### src/rtl/alu_seq_defs.sv
// Shared definitions for the nibble-serial ALU sequencer: op codes,
// FSM state encoding and the slice width.
package alu_seq_defs;

    localparam int NIB_W = 4;

    // Op codes; bit 2 is the B-invert / carry-in control.
    localparam logic [2:0] OP_AND = 3'b000;
    localparam logic [2:0] OP_OR  = 3'b001;
    localparam logic [2:0] OP_ADD = 3'b010;
    localparam logic [2:0] OP_SUB = 3'b110;
    localparam logic [2:0] OP_SLT = 3'b111;

    typedef enum logic [1:0] {
        S_IDLE = 2'd0,
        S_RUN  = 2'd1,
        S_DONE = 2'd2
    } state_t;

endpackage

### src/rtl/FourBitALU.sv
// Four-bit ALU slice: AND / OR / add with optional B inversion.
// op[1:0]: 00 AND, 01 OR, 10 sum, 11 pass 'less' into bit 0.
// op[2] inverts B; the caller supplies the matching carry-in.
module FourBitALU (
    input  logic [3:0] a,
    input  logic [3:0] b,
    input  logic       cin,
    input  logic       less,
    input  logic [2:0] op,
    output logic [3:0] result,
    output logic       cout,
    output logic       zero,
    output logic       overflow
);

    logic [3:0] bb;
    logic [3:0] low;
    logic [4:0] full;

    // Ripple add with an explicit carry into bit 3 for the overflow flag.
    always_comb begin
        bb   = op[2] ? ~b : b;
        low  = {1'b0, a[2:0]} + {1'b0, bb[2:0]} + {3'b000, cin};
        full = {1'b0, a} + {1'b0, bb} + {4'b0000, cin};
        case (op[1:0])
            2'b00:   result = a & bb;
            2'b01:   result = a | bb;
            2'b10:   result = full[3:0];
            default: result = {3'b000, less};
        endcase
        cout     = full[4];
        overflow = low[3] ^ full[4];
        zero     = (result == 4'h0);
    end

endmodule

### src/rtl/alu_nibble_sequencer.sv
// Nibble-serial WIDTH-bit ALU: drives one FourBitALU slice per cycle,
// LSB nibble first, chaining carry through a register.
// Request/response handshakes: a transfer happens on a rising edge where
// valid and ready are both high; the producer holds valid and data stable
// until that edge, and the result stays frozen while out_valid && !out_ready.
// Optional build macro ALU_SEQ_PERF_CNT_EN adds perf_ops / perf_busy counters.
module alu_nibble_sequencer
    import alu_seq_defs::*;
#(
    parameter  int WIDTH = 32,
    localparam int NIB   = WIDTH / 4
) (
    input  logic             clk,
    input  logic             reset,
    input  logic             in_valid,
    output logic             in_ready,
    input  logic [WIDTH-1:0] in_a,
    input  logic [WIDTH-1:0] in_b,
    input  logic [2:0]       in_op,
    output logic             out_valid,
    input  logic             out_ready,
    output logic [WIDTH-1:0] out_result,
    output logic             out_cout,
    output logic             out_overflow,
    output logic             out_zero
`ifdef ALU_SEQ_PERF_CNT_EN
    ,
    output logic [31:0]      perf_ops,
    output logic [31:0]      perf_busy
`endif
);

    localparam int IW = $clog2(NIB);

    state_t           state;
    logic [WIDTH-1:0] a_q;
    logic [WIDTH-1:0] b_q;
    logic [2:0]       op_q;
    logic [IW-1:0]    idx;
    logic             carry;
    logic             zero_acc;

    logic [NIB_W-1:0] sl_a;
    logic [NIB_W-1:0] sl_b;
    logic [2:0]       sl_op;
    logic [NIB_W-1:0] sl_res;
    logic             sl_cout;
    logic             sl_zero;
    logic             sl_ovf;
    logic             is_logic;
    logic             is_slt;
    logic             last;
    logic             slt_bit;

    // Nibble select and slice op mapping; undefined codes run as add/sub.
    always_comb begin
        sl_a     = a_q[{idx, 2'b00} +: NIB_W];
        sl_b     = b_q[{idx, 2'b00} +: NIB_W];
        is_logic = (op_q == OP_AND) || (op_q == OP_OR);
        is_slt   = (op_q == OP_SLT);
        sl_op    = is_logic ? op_q : {op_q[2], 2'b10};
        last     = (idx == IW'(NIB - 1));
        slt_bit  = sl_res[3] ^ sl_ovf;
    end

    FourBitALU u_slice (
        .a        (sl_a),
        .b        (sl_b),
        .cin      (carry),
        .less     (1'b0),
        .op       (sl_op),
        .result   (sl_res),
        .cout     (sl_cout),
        .zero     (sl_zero),
        .overflow (sl_ovf)
    );

    // Control FSM with registered handshake outputs and result/flag capture.
    always_ff @(posedge clk) begin
        if (reset) begin
            state        <= S_IDLE;
            in_ready     <= 1'b1;
            out_valid    <= 1'b0;
            out_result   <= '0;
            out_cout     <= 1'b0;
            out_overflow <= 1'b0;
            out_zero     <= 1'b1;
            idx          <= '0;
            carry        <= 1'b0;
            zero_acc     <= 1'b1;
            a_q          <= '0;
            b_q          <= '0;
            op_q         <= OP_AND;
        end else begin
            case (state)
                S_IDLE: begin
                    if (in_valid) begin
                        a_q      <= in_a;
                        b_q      <= in_b;
                        op_q     <= in_op;
                        carry    <= in_op[2];
                        idx      <= '0;
                        zero_acc <= 1'b1;
                        in_ready <= 1'b0;
                        state    <= S_RUN;
                    end
                end
                S_RUN: begin
                    out_result[{idx, 2'b00} +: NIB_W] <= sl_res;
                    carry    <= sl_cout;
                    zero_acc <= zero_acc & sl_zero;
                    if (last) begin
                        state     <= S_DONE;
                        out_valid <= 1'b1;
                        if (is_slt) begin
                            out_result   <= {{(WIDTH-1){1'b0}}, slt_bit};
                            out_zero     <= ~slt_bit;
                            out_cout     <= sl_cout;
                            out_overflow <= sl_ovf;
                        end else if (is_logic) begin
                            out_zero     <= zero_acc & sl_zero;
                            out_cout     <= 1'b0;
                            out_overflow <= 1'b0;
                        end else begin
                            out_zero     <= zero_acc & sl_zero;
                            out_cout     <= sl_cout;
                            out_overflow <= sl_ovf;
                        end
                    end else begin
                        idx <= idx + 1'b1;
                    end
                end
                S_DONE: begin
                    if (out_ready) begin
                        out_valid <= 1'b0;
                        in_ready  <= 1'b1;
                        state     <= S_IDLE;
                    end
                end
                default: begin
                    state     <= S_IDLE;
                    in_ready  <= 1'b1;
                    out_valid <= 1'b0;
                end
            endcase
        end
    end

`ifdef ALU_SEQ_PERF_CNT_EN
    // Completed-op and busy-cycle counters, free-running with wrap.
    always_ff @(posedge clk) begin
        if (reset) begin
            perf_ops  <= '0;
            perf_busy <= '0;
        end else begin
            if (out_valid && out_ready) perf_ops <= perf_ops + 32'd1;
            if (state != S_IDLE)        perf_busy <= perf_busy + 32'd1;
        end
    end
`endif

endmodule

### config.mk
export PLATFORM = sky130hd
export DESIGN_NAME = alu_nibble_sequencer
export DESIGN_NICKNAME = d
export VERILOG_FILES = /design/src/rtl/alu_seq_defs.sv /design/src/rtl/FourBitALU.sv /design/src/rtl/alu_nibble_sequencer.sv
export SDC_FILE = /design/constraint.sdc
export NUM_CORES = 1
export LEC_CHECK = 0
export ABC_AREA = 1
export CAP_MARGIN = 20
export CORE_ASPECT_RATIO = 0.9
export CORE_MARGIN = 2
export CORE_UTILIZATION = 56
export CTS_CLUSTER_DIAMETER = 40
export DETAILED_ROUTE_END_ITERATION = 12
export PLACE_DENSITY = 0.92
export SLEW_MARGIN = 20
export SYNTH_ARGS = -nofsm -noshare
export SYNTH_HDL_FRONTEND = slang
export SYNTH_HIERARCHICAL = 1
export SYNTH_SLANG_ARGS = --single-unit
### constraint.sdc
create_clock -name clk -period 7.45 [get_ports clk]
set_input_delay 1.49 -clock clk [delete_from_list [all_inputs] [get_ports clk]]
set_output_delay 1.49 -clock clk [all_outputs]
set_load 0.02 [all_outputs]
* After elaboration in Yosys (flattened, before gate mapping)
Cells that the tools add are included.
Word-level totals: register bits 111, bits in latches 0, memory bits (writable) 0, ROM bits 0, bits of input ports 71, logic and storage cells 84, memories kept 0
Cells by class: $add $sub $neg 6, multiply operators 0, divide/modulo/power cells 0, $lt $le $gt $ge 0, equal/unequal tests 11, shift operators 4, muxes and demuxes 28, bitwise operators 9, reduce and logical (&&, ||, !) cells 13
Operators with widths (number):
- 2-to-1 mux 32 bit | 2
- variable part select 32 x 6 -> 4 bit | 2
- bitwise mux 32 bit | 1
- variable shift 4 x 7 -> 32 bit (first input constant) | 1
- variable part select 4 x 7 -> 32 bit | 1
- case mux 4 bit (3 select lines) | 1
- AND reduction 3 bit | 4
- 2-to-1 mux 1 bit | 11
- 2-to-1 mux 2 bit | 4
- inequality test 2 bit (second input constant) | 4
- negation 5 -> 7 bit | 1
- == test 3 bit (second input constant) | 2
- 2-to-1 mux 3 bit | 2
- case mux 1 bit (3 select lines) | 2
- case mux 2 bit (3 select lines) | 1
- case mux 3 bit (2 select lines) | 1
- AND reduction 2 bit | 3
- adder 4 x 4 -> 5 bit | 1
- adder 5 x 1 -> 5 bit | 1
- adder 3 x 3 -> 4 bit | 1
- adder 4 x 1 -> 4 bit | 1
- AND 4 bit | 1
- == test 2 x 1 -> 1 bit (second input constant) | 2
- == test 2 bit (second input constant) | 2
- 14 further kinds | 19

* Depth between registers and ports, before layout
Gate-level depths: netlist (run 1).
word-level depth 10, mapped depth 22

* By module
Netlist (run 1), hierarchy kept.
Modules (own cells, without submodules):
- alu_nibble_sequencer | times used 1, cells an instance 681, area each 4898.4 µm², seq. area each 2222.1 µm²
- FourBitALU | times used 1, cells an instance 72, area each 434.2 µm², seq. area each 0.0 µm²

* Worst setup path after synthesis (run 1)
Ideal clock, no wire load.
path kind register -> register, start register idx[1], end register out_zero, setup time 115 ps, arrival time 2877 ps, data required time 7335 ps, slack 4459 ps, stages on the path, launching flop included 20, period minus slack after synthesis 2991 ps, cells stage by stage dfxtp_1 buf_4 buf_1 o21ai_0 o22ai_1 nand2_1 nand2_1 xnor2_1 fa_1 inv_1 fa_1 nand2_1 a21oi_1 or2_2 xor2_1 xnor2_1 nor2_1 nor2_1 nand2_1 nand2_1
Between the ends: longest elaborated chain between the ends 9
RTL lines:
- start, declared | RTL line alu_nibble_sequencer.sv:39 | logic [IW-1:0] idx;
- start signal, assigned | RTL line alu_nibble_sequencer.sv:130 | idx <= idx + 1'b1;
- variable part select 32 x 6 -> 4 bit (*) | RTL line alu_nibble_sequencer.sv:58 | sl_b = b_q[{idx, 2'b00} +: NIB_W];
- net sl_b[0] | RTL line alu_nibble_sequencer.sv:44 | logic [NIB_W-1:0] sl_b;
- NOT 4 bit | RTL line FourBitALU.sv:22 | bb = op[2] ? ~b : b;
- 2-to-1 mux 4 bit (*) | RTL line FourBitALU.sv:22
- adder 4 x 4 -> 5 bit (*) | RTL line FourBitALU.sv:24 | full = {1'b0, a} + {1'b0, bb} + {4'b0000, cin};
- adder 5 x 1 -> 5 bit (*) | RTL line FourBitALU.sv:24
- net sl_cout | RTL line alu_nibble_sequencer.sv:47 | logic sl_cout;
- bitwise XOR 1 bit (*) | RTL line FourBitALU.sv:32 | overflow = low[3] ^ full[4];
- net sl_ovf | RTL line alu_nibble_sequencer.sv:49 | logic sl_ovf;
- bitwise XOR 1 bit (*) | RTL line alu_nibble_sequencer.sv:63 | slt_bit = sl_res[3] ^ sl_ovf;
- NOT 1 bit (*) | RTL line alu_nibble_sequencer.sv:117 | out_zero <= ~slt_bit;
- 2-to-1 mux 1 bit (*) | RTL line alu_nibble_sequencer.sv:115 | if (is_slt) begin
- end signal, assigned | RTL line alu_nibble_sequencer.sv:117
- end signal, assigned | RTL line alu_nibble_sequencer.sv:121 | out_zero <= zero_acc & sl_zero;
- end signal, assigned | RTL line alu_nibble_sequencer.sv:125 | out_zero <= zero_acc & sl_zero;
- end, declared | RTL line alu_nibble_sequencer.sv:25 | output logic out_zero
The timed path passes the listed nets; every way through them passes the cells marked *. A chain may end at the register's enable or synchronous reset.

* Worst setup path in the final report (run 1)
start register idx[1], end register out_result[0]
RTL lines:
- variable part select 32 x 6 -> 4 bit (*) | RTL line alu_nibble_sequencer.sv:58
- net sl_b[0] | RTL line alu_nibble_sequencer.sv:44
- NOT 4 bit | RTL line FourBitALU.sv:22
- 2-to-1 mux 4 bit (*) | RTL line FourBitALU.sv:22
- adder 4 x 4 -> 5 bit (*) | RTL line FourBitALU.sv:24
- adder 5 x 1 -> 5 bit (*) | RTL line FourBitALU.sv:24
- net sl_cout | RTL line alu_nibble_sequencer.sv:47
- bitwise XOR 1 bit (*) | RTL line FourBitALU.sv:32
- net sl_ovf | RTL line alu_nibble_sequencer.sv:49
- bitwise XOR 1 bit (*) | RTL line alu_nibble_sequencer.sv:63
- 2-to-1 mux 32 bit (*) | RTL line alu_nibble_sequencer.sv:115
- 2-to-1 mux 32 bit (*) | RTL line alu_nibble_sequencer.sv:112 | if (last) begin
- end signal, assigned by index | RTL line alu_nibble_sequencer.sv:109 | out_result[{idx, 2'b00} +: NIB_W] <= sl_res;
- end signal, assigned | RTL line alu_nibble_sequencer.sv:116 | out_result <= {{(WIDTH-1){1'b0}}, slt_bit};
- end, declared | RTL line alu_nibble_sequencer.sv:22 | output logic [WIDTH-1:0] out_result,
Marked as above.

==> qor.csv, run 1 <==
stage;metric;value;unit
logic_synthesis;synth_ff_type;dfxtp_1;
critical_path;max_stage_delay;0.88;ns
die;dieHeight;96.6;um
critical_path;worst_setup_path_start_kind;flop;
clocking;cts_tree;built;
sta;max_slew.worst_pin.slew;0.955;ns
worst_hold_path;hold_path_class;reg2reg;
die;die_w;107;um
critical_path;regToRegStartpoint;idx[1];
route;drtIter0Drc;341;
sta;setup_viol;0;
logic_synthesis;synth_edf_count;0;
finish;finalNonFillerCells;963;
sta;holdWs;0.453;ns
worst_hold_path;min_from;out_valid;
logic_synthesis;synthArstFlopShare;0;%
sta;fin_crit_sh;55.9;%
clocking;ctsResizeCount;0;
finish;area_growth;23.8;%
placed_design;gp_congestion;0.881;
sta;clock_skew;0.0132;ns
critical_path;worstPathRequired;7.76;ns
critical_path;crit_type;reg2reg;
die;rows;33;
critical_path;rr_endpoint;out_result[0];
finish;final_common_cell;nor2_1;
die;die_area;10300;um^2
critical_path;cp_max_fo;22;
die;core;9170;um^2
power;power.density;205;nW/um^2
clocking;clk_latency;0.39;ns
sta;worst_slack;3.28;ns
die;start_util;58.2;%
route;ant_nets;0;
critical_path;timing.critical_path.mode_cell;nand2_1;
global_route;track_usage;26.8;%
placed_design;place_ws;3.48;ns
power;ir_drop;0.0978;mV
flow_run;cap_violations;0;
clocking;numCtsBuffers;9;
sta;relSlewSlack;36.3;%
clocking;cts.clk_slew.worst_paths;0.10;ns
placed_design;dp_cells;947;
finish;num_antenna_cells;0;
route;routedWlPerCell;13.9;um
sta;rsz0062_at_grt;false;
logic_synthesis;syn_area;5330;um^2
global_route;grt_max_degree;75;
power;leakagePower;2.84;nW
route;vias_per_cell;5.40;
critical_path;setup.worst_path.end_class;flop;
finish;layout_common_cells;nor2_1, o21ai_0, dfxtp_1;
logic_synthesis;synth_cell_types;40;
global_route;grt_pass1_wl;22100;um
route;drc;0;
sta;hold_viol_final;0;
clocking;root_buffer;clkbuf_8;
critical_path;rr_worst_depth;17;
clocking;holdBufCountCts;0;
global_route;antenna_found_initial;0;
logic_synthesis;ys_ff_latch;111;
worst_hold_path;hold_end;out_valid;
logic_synthesis;ys_seq_area_share;41.7;%
route;finalWirelength;13400;um
global_route;grt_remaining_overflow;0;
critical_path;cp_slowest_cell;dfxtp_1;
die;io-pin-count;108;
clocking;clockBufferDepth;2;
finish;final_nets;926;
logic_synthesis;syn_area_per_cell;7.08;um^2
route;via_count;5196;
finish;drive_gt1_share;4.99;%
clocking;postCtsSetupRepairBufs;0;
logic_synthesis;netlist_instances;753;
global_route;grt_pass1_vias;4873;
route;dr.pass1.iters;5;
sta;maxSlewViolCount;0;
critical_path;ff2ff_setup_slack;3.28;ns
sta;tns;0;ns
critical_path;crit_chain;inv_1, o21ai_0, o22ai_1, nand2_1, nand2_1, xnor2_1, fa_1, inv_1, fa_1, nand2_1, a21oi_1, or2_2, xor2_1, xnor2_1, nor2_1, nand2_1, a21oi_1;
sta;max_freq;0.240;GHz
worst_hold_path;holdPathStages;2;
critical_path;arrival;4.48;ns
logic_synthesis;yosysWarnings;6;
critical_path;cp_top_family;flip-flops;
placed_design;dpl.hpwl;9690;um
clocking;clock_sinks;111;
clocking;ctsHtreeMaxLevel;3;
placed_design;numPortBuffers;107;
logic_synthesis;synth_nets;842;
critical_path;crit_buf_inv;2;
sta;finalCriticalPeriod;4.17;ns
run_status;outcome;finished, final reports clean;
## cell families after synthesis
family	count (synthesis)	synth area share, %
simple gates	336	26.9
compound gates	173	17.2
flops	111	41.7
buf+inv	108	8.70
fa+ha+maj	18	4.50
xor+xnor	6	0.985
other cells	1	0.0703
## state kept, by name, summed over array words and instances (netlist names), 2 cells and up
register / count
op_q: 3
idx: 3
a_q: 32
state: 2
b_q: 32
out_result: 32
## stage by stage
| step | util [%] | total power, mW | cell area (um^2) |
|---|---|---|---|
| after floorplan | - | 0.883 | 5330 |
| after global placement | 69.6 | 0.963 | 6380 |
| after global routing | 72.0 | 1.42 | 6600 |
| after detailed placement | 69.6 | 0.983 | 6380 |
| final | 72.0 | 1.35 | 6600 |
| after CTS | 71.8 | 1.35 | 6580 |
## layout make-up
cell class	count	area (um^2)
multi-input cells	534	2650
fillers	733	2560
flip-flops and latches	111	2220
repair buffers	110	1110
inverters	71	272
well taps	122	153
clock buffers	9	124
clock inverters	6	78.8
## cells in the mapped netlist, types with 2 or more instances
master	n	area share, %
a21oi_1	25	2.3
buf_1	2	0.14
buf_2	9	0.84
buf_4	7	0.99
buf_6	2	0.42
clkbuf_1	16	1.1
dfxtp_1	111	42
fa_1	2	0.75
ha_1	16	3.8
inv_1	64	4.5
inv_2	5	0.35
nand2_1	79	5.6
nand2_2	3	0.35
nand3_1	21	2.0
nand3_2	2	0.38
nand3b_1	3	0.42
nand4_1	4	0.47
nor2_1	210	15
nor2_2	5	0.59
nor2_8	3	1.1
o211a_1	4	0.75
o21ai_0	112	11
o21ai_1	12	1.1
o22ai_1	16	1.9
xnor2_1	5	0.82
## power by group
part / switching, mW / internal (mW) / leakage, nW
sequential: 0.0249 / 0.630 / 0.912
combinational: 0.196 / 0.129 / 1.82
clock: 0.213 / 0.160 / 0.103
## routing by layer
metal,share of wire [%],routed length [um],vias up,global-route usage [%]
met4,2.0,264,0,8.77
met5,0,0,-,0
met3,6.7,897,25,3.76
met2,50,6730,212,49.0
met1,41,5540,2385,32.8
li1,-,-,2574,-
## worst reg2reg max path: stages (launching register included)
cell	delay, ns
dfxtp_1	0.88
inv_1	0.50
o21ai_0	0.24
o22ai_1	0.13
nand2_1	0.07
nand2_1	0.08
xnor2_1	0.30
fa_1	0.26
inv_1	0.07
fa_1	0.38
nand2_1	0.13
a21oi_1	0.08
or2_2	0.31
xor2_1	0.22
xnor2_1	0.09
nor2_1	0.12
nand2_1	0.08
a21oi_1	0.14
## how the worst max path moves through the flow
stage                     depth (start not counted)  slack (ns)  startpoint            end
final                                            17        3.28      idx[1]  out_result[0]
after floorplan                                  19        4.46      idx[1]       out_zero
after CTS                                        17        3.46      idx[1]  out_result[0]
after global placement                            7        3.66    in_valid         idx[1]
after global routing                             17        2.93      idx[1]  out_result[0]
after detailed placement                         17        3.48      idx[1]  out_result[0]
No activity file was read; power rests on OpenSTA's default activity.
==> run 2: changes to the inputs <==
--- a/config.mk
+++ b/config.mk
@@ -9,10 +9,10 @@
 export CAP_MARGIN = 20
 export CORE_ASPECT_RATIO = 0.9
 export CORE_MARGIN = 2
-export CORE_UTILIZATION = 56
+export CORE_UTILIZATION = 47
 export CTS_CLUSTER_DIAMETER = 40
 export DETAILED_ROUTE_END_ITERATION = 12
-export PLACE_DENSITY = 0.92
+export PLACE_DENSITY = 0.83
 export SLEW_MARGIN = 20
 export SYNTH_ARGS = -nofsm -noshare
 export SYNTH_HDL_FRONTEND = slang
==> constraint.sdc (replaced) <==
create_clock -name clk -period 3.81 [get_ports clk]
set_input_delay 0.762 -clock clk [delete_from_list [all_inputs] [get_ports clk]]
set_output_delay 0.762 -clock clk [all_outputs]
set_load 0.02 [all_outputs]
==> run 2 against run 1 <==
Effect of this change:
- core utilization fell by 9.9 points
- critical endpoint is now out_zero
- die area rose by 18%
- register-to-register slack got worse by 2.7 ns
==> qor.csv, run 2 (synthesis gave the netlist of run 1 again) <==
stage;metric;value;unit
critical_path;crit_chain;buf_4, o21ai_0, o22ai_1, nand2_1, nand2_1, xnor2_1, fa_1, inv_1, fa_1, nand2_1, a21oi_1, or2_2, xor2_1, xnor2_1, nor2_1, nor2_1, nand2_1, nand2_1;
finish;top_regs;a_q: 32 flops, b_q: 32 flops, out_result: 32 flops;
sta;maxSlewViolCount;0;
clocking;clockBufferDepth;2;
sta;setup_viol;0;
die;io-pin-count;108;
critical_path;cp_max_fo;42;
sta;tns;0;ns
worst_hold_path;min_from;out_result[20];
die;dieHeight;105;um
route;drtIter0Drc;304;
clocking;cts_tree;built;
clocking;postCtsSetupRepairBufs;0;
global_route;grt_pass1_wl;21700;um
critical_path;setup.worst_path.end_class;flop;
die;die_w;116;um
finish;num_antenna_cells;0;
finish;final_nets;931;
sta;holdWs;0.443;ns
finish;seqCellArea;2220;um^2
power;power.density;434;nW/um^2
critical_path;arrival;3.57;ns
clocking;ctsResizeCount;0;
sta;worst_slack;0.540;ns
finish;final_common_cell;nor2_1;
placed_design;numPortBuffers;107;
critical_path;cp_top_family;simple AND/OR/NAND/NOR gates;
clocking;ctsHtreeMaxLevel;3;
finish;drive_gt1_share;5.67;%
power;ir_drop;0.213;mV
critical_path;max_stage_delay;0.38;ns
clocking;clock_sinks;111;
sta;finalCriticalPeriod;3.27;ns
route;via_count;4994;
worst_hold_path;holdPathStages;2;
route;vias_per_cell;5.00;
sta;fin_crit_sh;85.8;%
route;finalWirelength;12900;um
clocking;root_buffer;clkbuf_16;
critical_path;ff2ff_setup_slack;0.54;ns
finish;area_growth;27.5;%
critical_path;cp_slowest_cell;fa_1;
finish;multi_input_area;2650;um^2
sta;relSlewSlack;42.8;%
global_route;grt_pass1_vias;4616;
critical_path;timing.critical_path.mode_cell;nand2_1;
placed_design;dp_cells;983;
global_route;grt_remaining_overflow;0;
placed_design;place_ws;0.626;ns
die;die_area;12200;um^2
finish;layout_common_cells;nor2_1, o21ai_0, dfxtp_1;
route;ant_nets;0;
sta;max_slew.worst_pin.slew;0.858;ns
critical_path;rr_endpoint;out_zero;
die;start_util;48.7;%
placed_design;dpl.hpwl;9450;um
die;rows;36;
critical_path;crit_type;reg2reg;
critical_path;rr_worst_depth;18;
placed_design;gp_congestion;0.912;
flow_run;cap_violations;0;
clocking;numCtsBuffers;9;
global_route;antenna_found_initial;0;
sta;max_freq;0.306;GHz
route;routedWlPerCell;12.9;um
run_status;outcome;finished, final reports clean;
route;dr.pass1.iters;5;
clocking;clk_latency;0.35;ns
route;drc;0;
worst_hold_path;hold_end;out_result[20];
sta;rsz0062_at_grt;false;
sta;clock_skew;0.00757;ns
finish;fillCellCount;999;
global_route;grt_max_degree;71;
critical_path;regToRegStartpoint;idx[0];
critical_path;worst_setup_path_start_kind;flop;
finish;fin_util;62.1;%
power;leakagePower;2.92;nW
clocking;cts.clk_slew.worst_paths;0.07;ns
critical_path;worstPathRequired;4.11;ns
worst_hold_path;hold_path_class;reg2reg;
clocking;holdBufCountCts;0;
finish;finalNonFillerCells;999;
critical_path;crit_buf_inv;2;
die;core;10900;um^2
global_route;track_usage;22.2;%
sta;hold_viol_final;0;
run 2: how the worst max path moves through the flow:
stage            from            end  cells after the start
5_1_grt        idx[0]       out_zero                     18
3_5_place_dp   idx[0]       out_zero                     18
3_3_place_gp   idx[0]  out_result[0]                     17
6_report       idx[0]       out_zero                     18
4_1_cts        idx[0]       out_zero                     18
2_1_floorplan  idx[1]       out_zero                     19
run 2: per-layer routing:
layer  wire length, um  vias to the layer above  part of all wire (%)  track usage (%)
li1                  -                     2587                     -                -
met1              5790                     2234                    45             28.8
met2              6140                      153                    48             36.3
met3               768                       20                   5.9             5.10
met4               225                        0                   1.7             7.06
met5                 0                        -                     0                0
run 2: power by group:
group	switching (mW)	leakage (nW)	internal, mW
Combinational	0.372	1.84	0.252
Sequential	0.0435	0.912	1.23
Clock	0.456	0.166	0.594
Total	0.872	2.92	2.08
run 2: final cells by class:
type	count	share of cell area [%]
Sequential cell	111	32.7
Multi-Input combinational cell	534	38.9
Clock buffer	9	3.31
Clock inverter	7	1.64
Tap cell	152	2.80
Inverter	71	3.99
Timing Repair Buffer	115	16.6
run 2: metrics by stage:
| stage | total power, mW | area, um^2 |
|---|---|---|
| after floorplan | 1.73 | 5330 |
| after global placement | 1.90 | 6460 |
| after detailed placement | 1.92 | 6460 |
| after CTS | 2.95 | 6800 |
| after global routing | 3.09 | 6800 |
| final | 2.95 | 6800 |
run 2: tightest hold or removal path: cells and delay by family, from the launching register on:
family,cells,cell delay [ns]
DFF,1,0.31
buffers and inverters,1,0.05
AOI/OAI and AO/OA,1,0.05
